## config.mk

```make
export PLATFORM = sky130hd
export DESIGN_NAME = cpu_sequencer
export DESIGN_NICKNAME = d
export VERILOG_FILES = /design/src/rtl/cpu_sequencer.sv
export SDC_FILE = /design/constraint.sdc
export NUM_CORES = 1
export LEC_CHECK = 0
export CAP_MARGIN = 40
export CORE_MARGIN = 2
export CORE_UTILIZATION = 48
export DETAILED_ROUTE_END_ITERATION = 12
export MAX_ROUTING_LAYER = met4
export PLACE_DENSITY = 0.85
export SLEW_MARGIN = 10
export SYNTH_ARGS = -nofsm -noshare
export SYNTH_HDL_FRONTEND = slang
export SYNTH_SLANG_ARGS = --single-unit
```

## constraint.sdc

```tcl
create_clock -name clk -period 2.68 [get_ports clk]
set_input_delay 0.536 -clock clk [delete_from_list [all_inputs] [get_ports clk]]
set_output_delay 0.536 -clock clk [all_outputs]
set_load 0.005 [all_outputs]
```

## src/rtl/cpu_sequencer.sv

```systemverilog
// cpu_sequencer: 8-phase control unit for the accumulator CPU.
// Adds a memory-ready handshake with stall counting, a sticky wait-timeout
// fault, halt/resume and single-step gating at the start of each instruction.
module cpu_sequencer #(
  parameter int OPW           = 3,
  parameter bit MEM_HANDSHAKE = 1'b1,
  parameter int WAIT_MAX      = 15
) (
  input  logic           clk,
  input  logic           rst,
  input  logic [OPW-1:0] opcode,
  input  logic           zero,
  input  logic           mem_ready,
  input  logic           resume,
  input  logic           step_en,
  input  logic           step,
  output logic           sel,
  output logic           rd,
  output logic           ld_ir,
  output logic           inc_pc,
  output logic           halt,
  output logic           ld_pc,
  output logic           data_e,
  output logic           ld_ac,
  output logic           wr,
  output logic [2:0]     phase,
  output logic           timeout
);

  localparam int CW = (WAIT_MAX > 0) ? $clog2(WAIT_MAX + 1) : 1;
  localparam logic [CW-1:0] WMAX = CW'(WAIT_MAX);

  typedef enum logic [1:0] {S_RUN, S_HALTED, S_FAULT} state_t;

  state_t        state_q, state_d;
  logic [2:0]    phase_q, phase_d;
  logic [CW-1:0] cnt_q, cnt_d;
  logic          to_q, to_d;

  // Opcode classes; anything outside 0..7 matches none of them (NOP).
  logic op_hlt, op_skz, op_jmp, op_sto, op_alu;
  assign op_hlt = (opcode == OPW'(0));
  assign op_skz = (opcode == OPW'(1));
  assign op_jmp = (opcode == OPW'(7));
  assign op_sto = (opcode == OPW'(6));
  assign op_alu = (opcode >= OPW'(2)) && (opcode <= OPW'(5));

  // Raw RUN-mode strobe decode from phase and opcode, before state gating.
  logic sel_r, rd_r, ld_ir_r, inc_pc_r, halt_r, ld_pc_r, data_e_r, ld_ac_r, wr_r;
  always_comb begin
    sel_r = 1'b0; rd_r = 1'b0; ld_ir_r = 1'b0; inc_pc_r = 1'b0; halt_r = 1'b0;
    ld_pc_r = 1'b0; data_e_r = 1'b0; ld_ac_r = 1'b0; wr_r = 1'b0;
    case (phase_q)
      3'd0: sel_r = 1'b1;
      3'd1: begin sel_r = 1'b1; rd_r = 1'b1; end
      3'd2, 3'd3: begin sel_r = 1'b1; rd_r = 1'b1; ld_ir_r = 1'b1; end
      3'd4: begin inc_pc_r = 1'b1; halt_r = op_hlt; end
      3'd5: rd_r = op_alu;
      3'd6: begin
        rd_r     = op_alu;
        inc_pc_r = op_skz & zero;
        ld_pc_r  = op_jmp;
        data_e_r = op_sto;
      end
      3'd7: begin
        rd_r     = op_alu;
        ld_ac_r  = op_alu;
        ld_pc_r  = op_jmp;
        data_e_r = op_sto;
        wr_r     = op_sto;
      end
      default: ;
    endcase
  end

  // Strobes only leave the chip in RUN; HALTED shows halt alone; reset kills all.
  logic in_run, in_halt;
  assign in_run  = !rst && (state_q == S_RUN);
  assign in_halt = !rst && (state_q == S_HALTED);

  assign sel     = in_run & sel_r;
  assign rd      = in_run & rd_r;
  assign ld_ir   = in_run & ld_ir_r;
  assign inc_pc  = in_run & inc_pc_r;
  assign halt    = (in_run & halt_r) | in_halt;
  assign ld_pc   = in_run & ld_pc_r;
  assign data_e  = in_run & data_e_r;
  assign ld_ac   = in_run & ld_ac_r;
  assign wr      = in_run & wr_r;
  assign phase   = phase_q;
  assign timeout = to_q;

  // A memory phase is any phase that reads or writes; it stalls on !mem_ready.
  logic stall;
  assign stall = MEM_HANDSHAKE && (rd_r || wr_r) && !mem_ready;

  // Next state: phase advance, stall counting/timeout, halt, resume, step gate.
  always_comb begin
    state_d = state_q;
    phase_d = phase_q;
    cnt_d   = cnt_q;
    to_d    = to_q;
    case (state_q)
      S_RUN: begin
        if (stall) begin
          if ((WAIT_MAX > 0) && (cnt_q == WMAX)) begin
            state_d = S_FAULT;
            to_d    = 1'b1;
          end else if (cnt_q != WMAX) begin
            cnt_d = cnt_q + 1'b1;
          end
        end else begin
          cnt_d = '0;
          if (phase_q == 3'd4 && op_hlt) begin
            state_d = S_HALTED;
          end else if (!(phase_q == 3'd0 && step_en && !step)) begin
            phase_d = phase_q + 3'd1;
          end
        end
      end
      S_HALTED: begin
        // HLT finishes its phases 5-7 inertly, then the next fetch starts.
        if (resume) begin
          state_d = S_RUN;
          phase_d = 3'd5;
        end
      end
      default: ;
    endcase
  end

  // State registers with synchronous reset.
  always_ff @(posedge clk) begin
    if (rst) begin
      state_q <= S_RUN;
      phase_q <= 3'd0;
      cnt_q   <= '0;
      to_q    <= 1'b0;
    end else begin
      state_q <= state_d;
      phase_q <= phase_d;
      cnt_q   <= cnt_d;
      to_q    <= to_d;
    end
  end

endmodule

```

* Word-level counts from Yosys, hierarchy flattened *
Cells that the tools add are included.

word-level totals
  register bits after elaboration = 10
  bits of input ports = 10
  output and inout bits = 13
  word-level logic and storage cells = 86

operators by class
  $add $sub $neg = 2
  magnitude comparators = 2
  equal/unequal tests = 21
  multiplexer cells = 22
  bitwise gates (word level) = 11
  reductions and logical operators = 24

operators by type and width
  operator               count
  $eq A3 B3 Y1 const B   6
  $mux W3                4
  $mux W4                3
  $and A1 B1 Y1          10
  $ne A2 B2 Y1 const B   5
  $mux W2                4
  $logic_and A1 B1 Y1    7
  $mux W1                7
  $eq A3 B1 Y1 const B   2
  $eq A3 B2 Y1 const B   2
  $logic_not A3 Y1       2
  $ne A3 B2 Y1 const B   2
  $pmux W3 S2            1
  $reduce_and A3 Y1      2
  $reduce_or A3 Y1       2
  $reduce_and A5 Y1      1
  $add A4 B1 Y4 const B  1
  $eq A4 B4 Y1 const B   1
  $ne A4 B4 Y1 const B   1
  $pmux W1 S2            2
  $pmux W2 S2            1
  $reduce_and A4 Y1      1
  $reduce_or A2 Y1       2
  $reduce_or A4 Y1       1
  other kinds (10)       12

* Longest topological paths before layout *
  depth in word-level cells = 7
  gate-level depth with buffers = 7
  depth with buffers taken out = 7

* Least setup slack after synthesis *
OpenSTA, ideal clock, no wires.

  kind = reg2reg
  from = reg phase_q[0] (netlist: phase[0])
  to = reg phase_q[2] (netlist: phase[2])
  library setup time = 88 ps
  arrival = 1768 ps
  required time = 2592 ps
  setup slack = 823 ps
  cell stages (with the launch flop) = 8
  path buffers = 0
  clock period less this slack = 1857 ps
  path through = dfxtp_1 > ha_1 > ha_1 > and4b_1 > nor3_2 > a211o_1 > and2_4 > a311oi_2

on the way
  cells in the longest elaborated chain, start to end = 7
  elaborated cells on any way between the ends = 26
  classes of those cells = 1 x add/sub; 10 x eq/ne; 6 x mux; 9 x reduce/logical

RTL lines
  item                                        line  source
  start, declared                             36    logic [2:0] phase_q, phase_d;
  start signal, assigned                      141   phase_q <= phase_d;
  $eq A3 B3 Y1, or another cell as far along  53    case (phase_q)
  $reduce_or A3 Y1 (no line)                  -
  $pmux W1 S2                                 53
  $logic_or A1 B1 Y1                          95    assign stall = MEM_HANDSHAKE && (rd_r || wr_r) && !mem_ready;
  $logic_and A1 B1 Y1                         95
  $ne A2 B2 Y1 (no line)                      -
  $reduce_and A5 Y1 (no line)                 -

Several ways; a longest one is shown, not always the timed one. The select of a mux whose other input is x is not followed.
A chain may end at the register's enable or synchronous reset.

* Worst setup path in the final report *
  from = in rst
  to = out sel

on the way
  cells in the longest elaborated chain, start to end = 3

RTL lines
  item                 line  source
  start, declared      10    input logic rst,
  $logic_not A1 Y1     78    assign in_run = !rst && (state_q == S_RUN);
  $logic_and A1 B1 Y1  78
  $and A1 B1 Y1        81    assign sel = in_run & sel_r;
  end, declared        17    output logic sel,

Every way passes these cells.

==> results.md <==
* Post-DP HPWL at 1430 um
* Pleak at approximately 0.48 nW
* Maximum operating frequency at 0.379 GHz
* Slew @ Worst Pin at a little under 400 ps
* Clock-pin slew on the worst setup and hold paths at 70 ps
* Mapped Avg Cell Area at between 8 and 9 um2
* TritonCTS Buffers at 3
* Syn Nets at about 110
* CP Class: in -> out
* First-pass GRT wire length at 3070 um
* Final wirelength at 2060 um
* TritonRoute pass-1 iters at 5
* Die Height at between 40 and 50 um
* Crit path DAT at 2110 ps
* Vias in the first global route at approximately 720
* Finish-stage setup viols at 0
* IO Pins at 23
* Peak supply drop at approximately 0.51 mV
* Antenna Nets Post-Route at 0
* Largest net degree at the start of global routing at 13
* CP endpoint kind: output pin
* Worst-path maximum fanout at 5
* H-tree Lvls at 1
* Avg WL per Cell at around 15 um
* Post-layout minimum cycle time at 2640 ps
* DR DRC count at 0
* Initial antenna violation count at 0
* Flop and latch count out of synthesis at 10
* ANT cells at 0
* Area of the die at 1870 um2
* Worst-skew pair later-pin latency at 280 ps
* Core area at 1470 um2
* GRT Residual Overflow at 0
* Number of library cell types mapped by synthesis at 38
* Final Max Slew Viols at 0
* TritonCTS clock tree: built
* Setup TNS at 0 ps
* Vias per cell at 6.13
* Initial Util at 50.3%
* Clock Tree Buf Depth at 2
* Final Skew at 6.33 ps
* Final setup margin at 38.1 ps
* CP bufs+invs at 3
* Top Family by Delay on Critical Path: buffers and inverters
* CTS sink cnt at 10
* Post-synthesis cell area at 741 um2
* Crit-path cells: clkdlybuf4s50_1 -> or3_4 -> buf_4 -> a21oi_1 -> clkdlybuf4s50_1
* FP Rows at 14
* Buffers on Ports at 22
* GPL Wtd Cong at about 0.85
* Final Cycle Share at 98.6%
* Rel. slew slack at 73.5%
* Layout cell share with drive strength beyond 1 at 16.7%
* Syn Inst Count at 92
* Final Hold Vio Count at 0
* Maximum capacitance violations at 0
* Commonest non-fill, non-tap cell in the layout: clkdlybuf4s50_1
* Global-route usage over all layers at between 20 and 25%
* Slowest cell on the critical path: clkdlybuf4s50_1
* Status: finished clean
* Post-layout util at around three quarters
* Nets at ~140
* Most used cell, CP: clkdlybuf4s50_1
* Most frequent cells in the layout: clkdlybuf4s50_1, a21oi_1, dfxtp_1
* Critical path required time at between 2000 and 2500 ps
* Worst Setup Start Kind: input port
* Power Density at just over 700 nW/um2
* Root buffer cell: clkbuf_4
* CP max stage delay at a little over 500 ps
* Placement Setup Slack at -7.04 ps
* Yosys warns at 0
* Die W at 43.3 um
* Worst hold path class: reg -> reg
* Vias after detailed routing at 833
* Share of the yosys chip area belonging to registers at 27.0%
* Hold Buf Count CTS at 0
* Syn-to-layout area delta at 45.8%
* DRT iter0 DRCs at 20
## layout make-up
| type | instances | area [um2] |
|---|---|---|
| Clock buffer | 4 | 36.3 |
| Fill cell | 107 | 392 |
| Inverter | 7 | 26.3 |
| Multi-Input combinational cell | 73 | 533 |
| Sequential cell | 10 | 201 |
| Tap cell | 16 | 20.0 |
| Timing Repair Buffer | 26 | 263 |
## timing repair
item,in CTS,in global routing
resized for setup,1,10
pin swaps,0,1
setup buffers,0,1
endpoints found under the setup margin,1,7
## cell families (layout without fill, tap and decap cells)
kind of cell    Yosys count  count (layout)  share of synthesized area, %
compound gates           31              31                          28.2
xor+xnor                  1               1                          1.18
fa+ha+maj                 7               7                          11.8
buf+inv                   9              37                          4.56
flops                    10              10                          27.0
mux                       1               1                          1.35
simple gates             33              33                          25.8
## worst register-to-register path: stages, from the launching register on
cell,delay (ps)
dfxtp_2,350
ha_1,220
ha_1,250
and4b_1,250
nor3_2,240
a21oi_2,160
nor4b_1,310
a311oi_1,100
## flip-flops by register name, summed over array words and instances (netlist names)
name and count:
cnt_q 4, phase 3, state_q 2, timeout 1
## cell usage after synthesis
library cell   n  area share, %
a211o_1        1            1.2
a211oi_1       3            3.0
a21oi_1       13            8.8
a21oi_2        1            1.2
a311oi_1       1            1.2
a311oi_2       1            2.0
a41oi_1        1            1.2
and2_4         1            1.2
and3_1         1           0.85
and4b_1        1            1.4
clkbuf_1       2            1.0
dfxtp_1       10             27
ha_1           7             12
inv_1          7            3.5
mux2i_1        1            1.4
nand2_1        3            1.5
nand2b_1       3            2.5
nand3_1        2            1.4
nand3b_1       1            1.0
nand4_1        2            1.7
nand4b_1       1            1.2
nor2_1         8            4.1
nor2b_1        1           0.85
nor3_1         1           0.68
nor3_2         1            1.4
nor4_1         3            2.5
nor4b_1        1            1.2
o21a_1         1            1.0
o21ai_0        3            2.0
o21ai_1        1           0.68
o21ai_2        1            1.2
o21ba_1        1            1.4
o21bai_1       1            1.0
o2bb2ai_1      1            1.2
o31a_1         1            1.2
or2_2          1           0.85
or3_1          2            1.7
xor2_1         1            1.2
## routing by layer
metal | GRT usage, % | vias to the layer above | wire length (um)
met2 | 35.2 | 32 | 1000
met3 | 9.36 | 7 | 122
met4 | 7.27 | 0 | 48
met1 | 26.9 | 393 | 888
met5 | - | - | 0
li1 | - | 401 | -
## metrics by stage
stage                     cell area (um2)  power [W]  hold WS (ps)  instances
final                                1080   0.000779           468        136
after global routing                 1080   0.000824           497        136
after CTS                            1040   0.000767           478        135
after detailed placement              996   0.000626           462        131
after global placement                996   0.000607           454        131
after floorplan                       741   0.000463           460         92
## worst paths after layout
path         slack (ps)      from  depth (start not counted)        to
min reg2reg         470   timeout                          2   timeout
max                  40       rst                          5       sel
max reg2reg         660  phase[0]                          7  phase[0]
min                 470   timeout                          2   timeout
## report_power, final
group          total, W  switching [W]  internal [W]
clock network  0.000139      0.0000562     0.0000828
logic          0.000420       0.000202      0.000218
registers      0.000220      0.0000437      0.000176
total          0.000779       0.000302      0.000477
Note: power is estimated with default switching activity, not from simulation.
==> variant 1 (same settings) <==
Encoding of `state_t`: now one-hot (3 bits for 3 states).
--- a/src/rtl/cpu_sequencer.sv
+++ b/src/rtl/cpu_sequencer.sv
@@ -30,7 +30,7 @@
   localparam int CW = (WAIT_MAX > 0) ? $clog2(WAIT_MAX + 1) : 1;
   localparam logic [CW-1:0] WMAX = CW'(WAIT_MAX);
 
-  typedef enum logic [1:0] {S_RUN, S_HALTED, S_FAULT} state_t;
+  typedef enum logic [2:0] {S_RUN = 3'b001, S_HALTED = 3'b010, S_FAULT = 3'b100} state_t;
 
   state_t        state_q, state_d;
   logic [2:0]    phase_q, phase_d;
Function: no difference found for any inputs over 10 cycles, from zero or initial values and one cycle with rst high; not proved beyond that.
==> variant 1 against the original RTL <==
The flow now finishes with violations (negative setup slack); sequential cell count increased by 1; largest cell class unchanged; cell area increased by 9.4%; synthesized area increased by 11%; maximum frequency decreased by 1.9%; routed wire length increased by 3.6%; power increased by 15%; hold slack improved by 0.0078 ns; synthesized cell count increased by 11%; largest power group unchanged; setup slack got worse by 0.052 ns.
==> variant 1: results (changes against the original RTL) <==
<table>
<tr><th>Metric</th><th>Value</th></tr>
<tr><th colspan="2">STA</th></tr>
<tr><td>Fin worst setup slack</td><td>-0.01431 ns (-0.05243 ns)</td></tr>
<tr><td>Post-route clock skew</td><td>0.002159 ns (-0.004169 ns)</td></tr>
<tr><td>Final setup viols</td><td>1 (+1)</td></tr>
<tr><td>Headroom to the max-slew limit</td><td>68.37% (-5.1 points)</td></tr>
<tr><td>Post-Route Setup TNS</td><td>-0.01431 ns (-0.01431 ns)</td></tr>
<tr><th colspan="2">Place</th></tr>
<tr><td>Cell area after placement</td><td>1106 µm² (+11%)</td></tr>
<tr><td>Final HPWL DP</td><td>1.531 mm (+7.4%)</td></tr>
<tr><td>Final weighted congestion in routability-driven placement</td><td>0.9149 (+8.2%)</td></tr>
<tr><td>Post-placement setup slack</td><td>0.01384 ns (+0.02088 ns)</td></tr>
<tr><th colspan="2">GRT</th></tr>
<tr><td>Overall fraction of global-route tracks in use</td><td>23.07% (+0.26 points)</td></tr>
<tr><td>Vias in the first global route</td><td>782 (+8.0%)</td></tr>
<tr><td>Wire length of the first global-routing pass</td><td>3.291 mm (+7.2%)</td></tr>
<tr><th colspan="2">Outcome</th></tr>
<tr><td>Status</td><td>complete, but fails checks</td></tr>
<tr><td>Violations in the final reports</td><td>negative setup slack</td></tr>
<tr><th colspan="2">Power and ir drop</th></tr>
<tr><td>Switching power</td><td>0.3499 mW (+16%)</td></tr>
<tr><td>Internal cell power</td><td>0.5462 mW (+14%)</td></tr>
<tr><td>Highest ir drop seen on vdd</td><td>0.5342 mV (+4.2%)</td></tr>
<tr><th colspan="2">Synth</th></tr>
<tr><td>Leading post-synthesis cells by cell area</td><td>sky130_fd_sc_hd__dfxtp_1, sky130_fd_sc_hd__ha_1, sky130_fd_sc_hd__a21oi_1</td></tr>
<tr><td>Number of distinct library cells after synthesis</td><td>37 (-2.6%)</td></tr>
<tr><td>Sequential fraction of the synthesis area</td><td>26.83% (-0.20 points)</td></tr>
<tr><td>Top cells by instance count after synthesis</td><td>sky130_fd_sc_hd__a21oi_1, sky130_fd_sc_hd__dfxtp_1, sky130_fd_sc_hd__nor2_1, sky130_fd_sc_hd__nor3_1, sky130_fd_sc_hd__ha_1</td></tr>
<tr><th colspan="2">Setup path</th></tr>
<tr><td>Top Family by Delay on Critical Path</td><td>simple AND/OR/NAND/NOR gates</td></tr>
<tr><td>Arrival time of data at the critical path endpoint</td><td>2.16 ns (+0.05 ns)</td></tr>
<tr><th colspan="2">Final layout</th></tr>
<tr><td>Layout cell share with drive strength beyond 1</td><td>20.74% (+4.1 points)</td></tr>
<tr><td>Number of fillers in the final layout</td><td>115 (+7.5%)</td></tr>
<tr><td>Number of non-filler instances in the completed layout</td><td>151 (+11%)</td></tr>
<tr><th colspan="2">Drt</th></tr>
<tr><td>Via Count</td><td>911 (+9.4%)</td></tr>
<tr><td>Initial DRC Count</td><td>16 (-20%)</td></tr>
</table>
[variant 1: cell types whose count changed in the layout (fill, tap and decap cells not counted), moves of 3 or more]
| cell | delta |
|---|---|
| sky130_fd_sc_hd__nand2_1 | +3 |
| sky130_fd_sc_hd__ha_2 | +3 |
| sky130_fd_sc_hd__a31oi_1 | +4 |
| sky130_fd_sc_hd__buf_4 | +5 |
| sky130_fd_sc_hd__clkdlybuf4s50_1 | +3 |
| sky130_fd_sc_hd__nor3_1 | +8 |
| sky130_fd_sc_hd__dlymetal6s2s_1 | -4 |
[variant 1: cell type report]
| class | count | area, µm² | area share, % |
|---|---|---|---|
| well taps | 16 | 20.02 | 1.695 |
| multi-input cells | 84 | 604.3 | 51.17 |
| clock buffers | 4 | 26.28 | 2.225 |
| inverters | 5 | 18.77 | 1.589 |
| flip-flops and latches | 11 | 222.7 | 18.86 |
| repair buffers | 31 | 289.0 | 24.47 |
[variant 1: layer usage]
layer,wire [µm],vias up,track usage [%]
met5,0,-,-
met4,34,0,15.29
met3,71,6,3.200
met2,1095,25,38.86
met1,931,432,24.94
li1,-,448,-
[variant 1: repair_timing]
item / 4_1_cts / 5_1_grt
endpoints found under the setup margin: 3 / 5
gates resized for setup: 5 / 6
buffers inserted: 2 / 0
pin swaps: 2 / 0
hold endpoints to repair: 0 / 0
cloned: 0 / 0
[variant 1: kinds of logic after synthesis]
kind of cell / synth area share [%]
DFF: 26.83
and+or+nand+nor: 30.34
adders and majority gates: 12.20
buffers and inverters: 3.202
xor gates and xnor gates: 1.067
AOI/OAI and AO/OA: 26.37
[variant 1: worst paths after layout]
path	from	end	slack (ns)	depth (start not counted)
hold reg to reg	timeout	timeout	0.48	2
hold / removal	timeout	timeout	0.48	2
setup / recovery	phase[0]	rd	-0.01	6
setup reg to reg	phase[0]	phase[2]	0.46	7
==> variant 2 (same settings) <==
Without the edit above. Set the parameter `OPW` to 6 (it was 3).
--- a/src/rtl/cpu_sequencer.sv
+++ b/src/rtl/cpu_sequencer.sv
@@ -2,7 +2,7 @@
 // Adds a memory-ready handshake with stall counting, a sticky wait-timeout
 // fault, halt/resume and single-step gating at the start of each instruction.
 module cpu_sequencer #(
-  parameter int OPW           = 3,
+  parameter int OPW           = 6,
   parameter bit MEM_HANDSHAKE = 1'b1,
   parameter int WAIT_MAX      = 15
 ) (
Ports: changed (resized opcode); port bits go from 23 to 26. The function was not compared with the original's and may differ.
==> variant 2 against the original RTL <==
Critical path depth down 1; non-clock buffer count grew 11; synthesized area up 3.9%; setup slack worse by 0.028 ns; sequential cell count stayed put; cell area is 11% higher; global-route usage increased by 3.3 points; routed wire length rose by 15%; power grew 7.4%; critical path type unchanged.
==> variant 2: results (changes against the original RTL) <==
<table>
<tr><th>Metric</th><th>Value</th></tr>
<tr><th colspan="2">Outcome</th></tr>
<tr><td>Status</td><td>finished clean</td></tr>
<tr><th colspan="2">Synth</th></tr>
<tr><td>Number of distinct library cells after synthesis</td><td>31 (-18%)</td></tr>
<tr><td>Sequential fraction of the synthesis area</td><td>26.02% (-1.0 points)</td></tr>
<tr><td>Synthesized Nets</td><td>116 (+6.4%)</td></tr>
<tr><td>Async set or reset register ratio after synthesis</td><td>0% (unchanged)</td></tr>
<tr><td>Leading post-synthesis cells by cell area</td><td>sky130_fd_sc_hd__dfxtp_1, sky130_fd_sc_hd__ha_1, sky130_fd_sc_hd__a21oi_1</td></tr>
<tr><th colspan="2">Power and ir drop</th></tr>
<tr><td>Highest ir drop seen on vdd</td><td>0.5371 mV (+4.7%)</td></tr>
<tr><td>Reported leakage power</td><td>0.4638 nW (-3.4%)</td></tr>
<tr><th colspan="2">Drt</th></tr>
<tr><td>Wire length reported by the detailed router</td><td>2.379 mm (+15%)</td></tr>
<tr><td>Router iterations before antenna repair</td><td>4 (-1)</td></tr>
<tr><td>Via/cell ratio</td><td>5.940 (-3.0%)</td></tr>
<tr><th colspan="2">Place</th></tr>
<tr><td>Final weighted congestion in routability-driven placement</td><td>0.8733 (+3.3%)</td></tr>
<tr><td>Post-placement setup slack</td><td>-0.4297 ns (-0.4227 ns)</td></tr>
<tr><td>Cell area after placement</td><td>1122 µm² (+13%)</td></tr>
<tr><td>Final HPWL DP</td><td>1.577 mm (+11%)</td></tr>
<tr><th colspan="2">Final layout</th></tr>
<tr><td>Largest register by flop count</td><td>cnt_q</td></tr>
<tr><td>Final net count</td><td>156 (+13%)</td></tr>
<tr><td>Number of fillers in the final layout</td><td>106 (-0.93%)</td></tr>
<tr><td>Layout cell share with drive strength beyond 1</td><td>31.85% (+15 points)</td></tr>
<tr><th colspan="2">CTS</th></tr>
<tr><td>Setup Fix Bufs, Post-CTS</td><td>0 (unchanged)</td></tr>
<tr><td>Root buffer cell</td><td>sky130_fd_sc_hd__clkbuf_4</td></tr>
<tr><th colspan="2">GRT</th></tr>
<tr><td>Vias in the first global route</td><td>835 (+15%)</td></tr>
<tr><td>Overall fraction of global-route tracks in use</td><td>26.07% (+3.3 points)</td></tr>
<tr><th colspan="2">Setup path</th></tr>
<tr><td>Arrival time of data at the critical path endpoint</td><td>2.13 ns (+0.02 ns)</td></tr>
<tr><td>Peak fanout along the critical path</td><td>4 (-1)</td></tr>
<tr><td>Worst Setup Start Kind</td><td>primary input</td></tr>
<tr><th colspan="2">STA</th></tr>
<tr><td>Post-route clock skew</td><td>0.005287 ns (-0.001040 ns)</td></tr>
<tr><td>Headroom to the max-slew limit</td><td>74.37% (+0.89 points)</td></tr>
</table>
[variant 2: cell count changes in the layout (fill, tap and decap cells not counted), sizes merged, moves of 2 or more]
cell / unedited run / this run
buf: 4 / 14
clkbuf: 4 / 6
clkdlybuf4s15: 0 / 2
dlymetal6s2s: 5 / 0
nand2b: 3 / 1
nand3: 2 / 4
nor2: 8 / 6
nor3: 2 / 9
nor4: 3 / 0
or2: 1 / 3
[variant 2: repair_timing]
action                                  in CTS  in global routing
pin swaps                                    2                  2
gates resized for setup                     25                  9
endpoints found under the setup margin       8                  7
gates cloned                                 0                  0
[variant 2: final timing paths]
kind	to	start	cells after the start	slack (ns)
min reg2reg	timeout	timeout	2	0.49
max	ld_ir	rst	4	0.01
max reg2reg	phase[2]	phase[1]	7	0.39
min	timeout	timeout	2	0.49
[variant 2: worst max-delay path, stage by stage]
cell                              delay [ns]
sky130_fd_sc_hd__clkdlybuf4s50_1        0.46
sky130_fd_sc_hd__or3_4                  0.39
sky130_fd_sc_hd__nor3_1                 0.20
sky130_fd_sc_hd__clkdlybuf4s50_1        0.54
[variant 2: cell type report]
cell class	instances	area share [%]
clock buffer	4	3.018
tap	16	1.665
inverter	8	2.497
multi-input combinational	76	49.32
sequential	10	16.86
timing repair buffer	37	26.64
[variant 2: cells by family after synthesis]
kind of cell / Yosys count / synth area share [%]
and+or+nand+nor: 37 / 26.83
AOI/OAI and AO/OA: 30 / 28.29
buffers and inverters: 10 / 4.877
DFF: 10 / 26.02
adders and majority gates: 7 / 11.38
xor gates and xnor gates: 1 / 1.138
muxes: 1 / 1.463
[variant 2: routing by layer]
metal  up-vias  wire length [µm]  GRT usage [%]  part of all wire, %
met5         -                 0              -                    0
met4         0               110          12.12                  4.6
met3        16               173          6.939                  7.3
met2        45              1120          39.71                   47
met1       402               974          32.06                   41
li1        434                 -              -                    -
[variant 2: report_power, final]
part           switching [mW]  leakage, nW  internal [mW]
registers              0.0310       0.0817          0.174
logic                   0.236        0.361          0.256
clock network          0.0573       0.0210         0.0827
total                   0.324        0.464          0.513
[variant 2: through the flow]
stage               utilization, %  cells  hold WS [ns]  power (mW)
floorplan                        -     96        0.4604      0.4275
global placement             74.50    147        0.4529      0.6138
detailed placement           74.50    147        0.4742      0.6328
CTS                          78.41    151        0.4896      0.7907
global route                 79.82    151        0.5430      0.8803
finish                       79.82    151        0.4876      0.8373
